===== src/rtl/ondra_parallel_rx.sv =====
// ondra_parallel_rx: responder end of the Ondra parallel output port.
// It synchronises and debounces the active-low strobe, queues each byte in a
// first-word-fall-through FIFO, and answers the host with BUSY and an /ACK pulse.
// Optional build macro: ONDRA_PARRX_STATS_EN adds the rx_count_o and
// drop_count_o statistics outputs.
module ondra_parallel_rx #(
  parameter int DEPTH_LOG2     = 4,
  parameter int MIN_STB_CYCLES = 2,
  parameter int ACK_CYCLES     = 40
) (
  input  logic                  clk_sys,
  input  logic                  reset,
  input  logic [7:0]            pd_i,
  input  logic                  non_stb_i,
  output logic                  busy_o,
  output logic                  non_ack_o,
  output logic [7:0]            rx_data_o,
  output logic                  rx_valid_o,
  input  logic                  rx_ready_i,
  output logic [DEPTH_LOG2:0]   level_o,
  output logic                  overflow_o,
  input  logic                  clear_i
`ifdef ONDRA_PARRX_STATS_EN
  ,
  output logic [15:0]           rx_count_o,
  output logic [7:0]            drop_count_o
`endif
);

  localparam int DEPTH = 1 << DEPTH_LOG2;
  localparam int ACK_W = $clog2(ACK_CYCLES + 1);
  localparam logic [3:0]            QCNT_MIN   = 4'(MIN_STB_CYCLES);
  localparam logic [ACK_W-1:0]      ACK_LAST   = ACK_W'(ACK_CYCLES - 1);
  localparam logic [DEPTH_LOG2:0]   LEVEL_FULL = (DEPTH_LOG2 + 1)'(DEPTH);

  typedef enum logic [1:0] {S_IDLE, S_QUAL, S_WAIT_HI, S_ACK} state_t;

  logic                  stb_meta_q, stb_s_q;
  logic [7:0]            pd_meta_q, pd_s_q;
  state_t                state_q, state_d;
  logic [3:0]            qcnt_q, qcnt_d;
  logic [ACK_W-1:0]      ack_cnt_q, ack_cnt_d;
  logic                  busy_q, busy_d;
  logic                  push_req, glitch_drop;

  logic [7:0]            mem_q [DEPTH];
  logic [DEPTH_LOG2-1:0] wptr_q, wptr_d, rptr_q, rptr_d;
  logic [DEPTH_LOG2:0]   level_q, level_d;
  logic                  overflow_q, overflow_d;
  logic                  fifo_full, pop, push_ok, push_drop;

  // Two-flop synchronisers; data rides alongside the strobe so it stays aligned.
  always_ff @(posedge clk_sys or posedge reset) begin
    if (reset) begin
      stb_meta_q <= 1'b1;
      stb_s_q    <= 1'b1;
      pd_meta_q  <= 8'hFF;
      pd_s_q     <= 8'hFF;
    end else begin
      stb_meta_q <= non_stb_i;
      stb_s_q    <= stb_meta_q;
      pd_meta_q  <= pd_i;
      pd_s_q     <= pd_meta_q;
    end
  end

  // Handshake FSM state and counter registers.
  always_ff @(posedge clk_sys or posedge reset) begin
    if (reset) begin
      state_q   <= S_IDLE;
      qcnt_q    <= 4'd0;
      ack_cnt_q <= '0;
      busy_q    <= 1'b0;
    end else begin
      state_q   <= state_d;
      qcnt_q    <= qcnt_d;
      ack_cnt_q <= ack_cnt_d;
      busy_q    <= busy_d;
    end
  end

  // Next-state logic: qualify the strobe, wait for release, time the /ACK pulse.
  always_comb begin
    state_d   = state_q;
    qcnt_d    = qcnt_q;
    ack_cnt_d = ack_cnt_q;
    case (state_q)
      S_IDLE: begin
        if (!stb_s_q) begin
          state_d = S_QUAL;
          qcnt_d  = 4'd1;
        end
      end
      S_QUAL: begin
        if (stb_s_q) begin
          state_d = S_IDLE;
        end else if (qcnt_q == QCNT_MIN) begin
          state_d = S_WAIT_HI;
        end else begin
          qcnt_d = qcnt_q + 4'd1;
        end
      end
      S_WAIT_HI: begin
        if (stb_s_q) begin
          state_d   = S_ACK;
          ack_cnt_d = '0;
        end
      end
      S_ACK: begin
        if (ack_cnt_q == ACK_LAST) begin
          state_d = S_IDLE;
        end else begin
          ack_cnt_d = ack_cnt_q + ACK_W'(1);
        end
      end
      default: state_d = S_IDLE;
    endcase
  end

  // FSM outputs. QUAL is tentative, so a filtered glitch never flashes BUSY;
  // BUSY covers the committed states plus a full FIFO, one cycle behind.
  always_comb begin
    push_req    = (state_q == S_QUAL) && !stb_s_q && (qcnt_q == QCNT_MIN);
    glitch_drop = (state_q == S_QUAL) && stb_s_q;
    non_ack_o   = (state_q != S_ACK);
    busy_d      = (state_q == S_WAIT_HI) || (state_q == S_ACK) || fifo_full;
  end

  // FIFO control: a push into a full FIFO survives only alongside a pop.
  always_comb begin
    fifo_full  = (level_q == LEVEL_FULL);
    pop        = rx_ready_i && (level_q != '0);
    push_ok    = push_req && (!fifo_full || pop);
    push_drop  = push_req && fifo_full && !pop;
    wptr_d     = wptr_q;
    rptr_d     = rptr_q;
    level_d    = level_q;
    overflow_d = overflow_q || push_drop;
    if (clear_i) begin
      wptr_d     = '0;
      rptr_d     = '0;
      level_d    = '0;
      overflow_d = 1'b0;
    end else begin
      if (push_ok) wptr_d = wptr_q + DEPTH_LOG2'(1);
      if (pop)     rptr_d = rptr_q + DEPTH_LOG2'(1);
      if (push_ok && !pop)      level_d = level_q + (DEPTH_LOG2 + 1)'(1);
      else if (!push_ok && pop) level_d = level_q - (DEPTH_LOG2 + 1)'(1);
    end
  end

  // FIFO pointer, occupancy and sticky overflow registers.
  always_ff @(posedge clk_sys or posedge reset) begin
    if (reset) begin
      wptr_q     <= '0;
      rptr_q     <= '0;
      level_q    <= '0;
      overflow_q <= 1'b0;
    end else begin
      wptr_q     <= wptr_d;
      rptr_q     <= rptr_d;
      level_q    <= level_d;
      overflow_q <= overflow_d;
    end
  end

  // FIFO storage; left unreset so it can map onto RAM.
  always_ff @(posedge clk_sys) begin
    if (push_ok && !clear_i) mem_q[wptr_q] <= pd_s_q;
  end

  assign busy_o     = busy_q;
  assign rx_valid_o = (level_q != '0);
  assign rx_data_o  = rx_valid_o ? mem_q[rptr_q] : 8'h00;
  assign level_o    = level_q;
  assign overflow_o = overflow_q;

`ifdef ONDRA_PARRX_STATS_EN
  logic [15:0] rx_count_q;
  logic [7:0]  drop_count_q;

  // Accepted-byte counter wraps; drop counter (overflow + glitch) saturates.
  always_ff @(posedge clk_sys or posedge reset) begin
    if (reset) begin
      rx_count_q   <= 16'd0;
      drop_count_q <= 8'd0;
    end else if (clear_i) begin
      rx_count_q   <= 16'd0;
      drop_count_q <= 8'd0;
    end else begin
      if (push_ok) rx_count_q <= rx_count_q + 16'd1;
      if ((push_drop || glitch_drop) && (drop_count_q != 8'hFF))
        drop_count_q <= drop_count_q + 8'd1;
    end
  end

  assign rx_count_o   = rx_count_q;
  assign drop_count_o = drop_count_q;
`endif

endmodule


===== config.mk =====
export PLATFORM = sky130hd
export DESIGN_NAME = ondra_parallel_rx
export DESIGN_NICKNAME = d
export VERILOG_FILES = /design/src/rtl/ondra_parallel_rx.sv
export SDC_FILE = /design/constraint.sdc
export NUM_CORES = 1
export LEC_CHECK = 0
export BUFFER_PORTS_ARGS = -buffer_cell sky130_fd_sc_hd__buf_4
export CORE_ASPECT_RATIO = 0.5
export CORE_MARGIN = 4
export CORE_UTILIZATION = 60
export CTS_BUF_LIST = sky130_fd_sc_hd__clkbuf_8
export DETAILED_ROUTE_END_ITERATION = 7
export GPL_ROUTABILITY_DRIVEN = 0
export MAX_ROUTING_LAYER = met4
export PLACE_DENSITY = 0.78
export RECOVER_POWER = 25
export SETUP_SLACK_MARGIN = 0.15
export SLEW_MARGIN = 30
export SYNTH_ARGS = -nofsm -noshare
export SYNTH_HDL_FRONTEND = slang
export SYNTH_SLANG_ARGS = --single-unit

===== constraint.sdc =====
create_clock -name clk_sys -period 4 [get_ports clk_sys]
set_clock_uncertainty 0.05 [all_clocks]
set_input_delay 0.2 -clock clk_sys [delete_from_list [all_inputs] [get_ports clk_sys]]
set_output_delay 0.2 -clock clk_sys [all_outputs]
set_load 0.01 [all_outputs]

==> flow_summary_export.csv <==
group,metric,value,unit
outcome,outcome,"complete, but fails checks",
outcome,violations,"max-capacitance violations, max-slew violations",
detailed_routing,met3_length,1.04,mm
synth,synthCells,410,
worst_setup_path,worst_path_most_repeated_cell,"ha_1",
power,ir_drop,0.344,mV
synth,async_flop_share,26.0,%
place,portBuffers,29,
cts,clock-sinks,173,
sta,setup_violations,0,
detailed_routing,first_pass_iters,4,
worst_setup_path,critPathCaptureType,"register",
layout,fin_util,71.2,%
sta,setup_tns,0,ns
synth,postSynthAreaPerCell,17.3,um2
floorplanning,dieWidth,162,um
floorplanning,pin_count,30,
layout,drive_above_1_share,27.6,%
run,maxCapViolations,1,
detailed_routing,drtIter0Drc,306,
cts,numCtsBuffers,17,
floorplanning,start_util,62.9,%
layout,n_antenna_cell,0,
power,power_density,546,nW/um2
synth,ys_ff_latch,173,
sta,slew_viol_final,46,
layout,final_common_cell,"edfxtp_1",
detailed_routing,highest_layer,"met4",
sta,finalCritPeriodShare,81.6,%
floorplanning,die_h,84.8,um
synth,yosysSeqAreaShare,70.6,%
sta,hold_violations,0,
floorplanning,core,11200,um2
synth,synth_edf_count,128,
cts,cts_setup_buffers,0,
place,hpwl,9.12,mm
layout,final_area,8010,um2
power,leakage,2.74,nW
cts,clk_pin_slew,0.09,ns
detailed_routing,vias,3806,
cts,clk_latency,0.46,ns
worst_setup_path,slowest_stage,"or3b_2",
detailed_routing,remaining_drc_errors,0,
synth,netlist_area,7070,um2
worst_setup_path,cp_max_fo,6,
worst_setup_path,crit_type,"register to register",
global_routing,overflow,0,
layout,syn2layout_area_growth,13.2,%
worst_setup_path,worst_ep_arrival_time,3.56,ns
detailed_routing,wirelength,13.5,mm
detailed_routing,final_antenna_net_count,0,
global_routing,grt_first_pass_wirelength,22.1,mm
cts,htree_levels,4,
sta,maxSlewHeadroom,-26.0,%
synth,syn-num-nets,436,
synth,yosys_warnings,0,
synth,synth_cell_types,50,
layout,nFillCells,678,
floorplanning,dieArea,13700,um2
sta,clock.fmax,306,MHz
global_routing,grt_max_degree,46,
sta,rsz0062_at_grt,"no",
worst_setup_path,path_cells,"inv_1, ha_1, or3b_2, a211oi_1, nand2_1, ha_1, nand3_1, a211o_1, or3_2, o311ai_0",
detailed_routing,vias_per_cell,6.01,
min_path,hp-class,"primary input to register",
detailed_routing,drt-wirelength-per-cell,21.3,um
sta,worstMarginPinSlew,1.88,ns
cts,tritoncts,"yes",
sta,hold_slack,0.0988,ns
cts,ctsRootBufferMaster,"clkbuf_8",
worst_setup_path,path_buf_inv,1,
layout,fin_nets,487,
sta,min_period,3.27,ns
place,placed_area,7490,um2
worst_setup_path,required,4.30,ns
global_routing,grt_use_total,22.4,%
worst_setup_path,crit_path_start_kind,"register",
power,p_total,4.37,mW
detailed_routing,wl_met2,6.59,mm
global_routing,antenna_found_initial,0,
floorplanning,fp-row-count,27,
layout,layout_common_cells,"edfxtp_1, mux4_2, buf_4",
worst_setup_path,crit_family,"simple AND/OR/NAND/NOR gates",
synth,dominantRegCellSynth,"edfxtp_1",
detailed_routing,wl_met1,5.60,mm
global_routing,grt_pass1_vias,4011,
worst_setup_path,max_stage_delay,0.54,ns
cts,clockBufferDepth,2,
[worst paths after layout]
path | start | cells after the start | slack [ns] | end
max | qcnt_q[0] | 10 | 0.73 | level_o[4]
min | rx_ready_i | 3 | 0.1 | level_o[4]
max reg2reg | qcnt_q[0] | 10 | 0.73 | level_o[4]
min reg2reg | pd_meta_q[7] | 0 | 0.31 | pd_s_q[7]
max in group asynchronous | reset | 3 | 2.21 | rptr_q[2]
min in group asynchronous | reset | 3 | 0.72 | ack_cnt_q[0]
[registers in the layout (all words and copies together), names as in the netlist, named ones only]
| name | flops |
|---|---|
| pd_s_q | 8 |
| pd_meta_q | 8 |
| ack_cnt_q | 6 |
| overflow_o | 1 |
| rptr_q | 4 |
| qcnt_q | 4 |
| stb_meta_q | 1 |
| level_o | 5 |
| stb_s_q | 1 |
| wptr_q | 4 |
| mem_q | 128 |
| busy_o | 1 |
| state_q | 1 |
[final cells by class]
class	count	area (um2)	area share, %
inverters	9	35.0	0.437
multi-input cells	208	1970	24.5
clock buffers	17	234	2.92
clock inverters	15	160	2.00
repair buffers	52	420	5.25
flip-flops and latches	173	4990	62.4
well taps	159	199	2.48
[routing by layer]
layer / vias to the layer above / track usage [%]
met2: 153 / 33.7
met5: - / -
met3: 20 / 6.72
li1: 1713 / -
met1: 1920 / 29.5
met4: 0 / 7.82
[report_power, final]
part	leakage (nW)	internal [mW]	total, mW	switching (mW)
clock network	0.204	0.475	1.19	0.719
registers	1.69	2.02	2.18	0.166
logic	0.849	0.515	0.997	0.481
[synth_stat cells, types with 2 or more instances]
cell type | instances | area (um2)
mux2_1 | 4 | 45.0
nand3b_1 | 4 | 30.0
inv_1 | 9 | 33.8
a22o_1 | 2 | 17.5
ha_1 | 12 | 150
nand2_1 | 17 | 63.8
nor3_1 | 5 | 25.0
mux4_2 | 32 | 721
buf_2 | 5 | 25.0
o211ai_1 | 4 | 30.0
dfstp_2 | 18 | 473
nand2b_1 | 7 | 43.8
xor2_1 | 2 | 17.5
dfrtp_1 | 27 | 676
o21ai_0 | 8 | 40.0
and3_1 | 2 | 12.5
xnor2_1 | 3 | 26.3
nor2_1 | 26 | 97.6
a21o_1 | 2 | 15.0
nor2b_1 | 3 | 18.8
o22ai_1 | 8 | 50.1
clkbuf_1 | 13 | 48.8
edfxtp_1 | 128 | 3840
buf_1 | 2 | 7.51
or4b_2 | 3 | 30.0
mux2i_1 | 20 | 200
or3b_2 | 2 | 17.5
a21oi_1 | 10 | 50.1
nand3_1 | 11 | 55.1
[worst min-delay path: cells and delay by family]
family / cells / cell delay [ns]
AOI/OAI and AO/OA: 2 / 0.23
buffers and inverters: 1 / 0.13
[per-stage QoR]
stage | setup WS (ns) | instances
global route | 0.477 | 633
global placement | 0.943 | 589
floorplan | 0.994 | 410
detailed placement | 0.797 | 589
CTS | 0.741 | 633
finish | 0.735 | 633
[logic make-up (layout without fill, tap and decap cells)]
group / Yosys count / after routing / synth area share, %
flops: 173 / 173 / 70.6
compound gates: 47 / 47 / 4.74
fa+ha+maj: 13 / 13 / 2.41
xor+xnor: 5 / 5 / 0.619
mux: 56 / 56 / 13.7
buf+inv: 29 / 93 / 1.63
simple gates: 87 / 87 / 6.37
[timing repair]
item | in CTS | in global routing
hold buffers | 12 | 0
resized for setup | 0 | 0
hold endpoints to repair | 42 | 0
(Power assumes the default switching activity.)
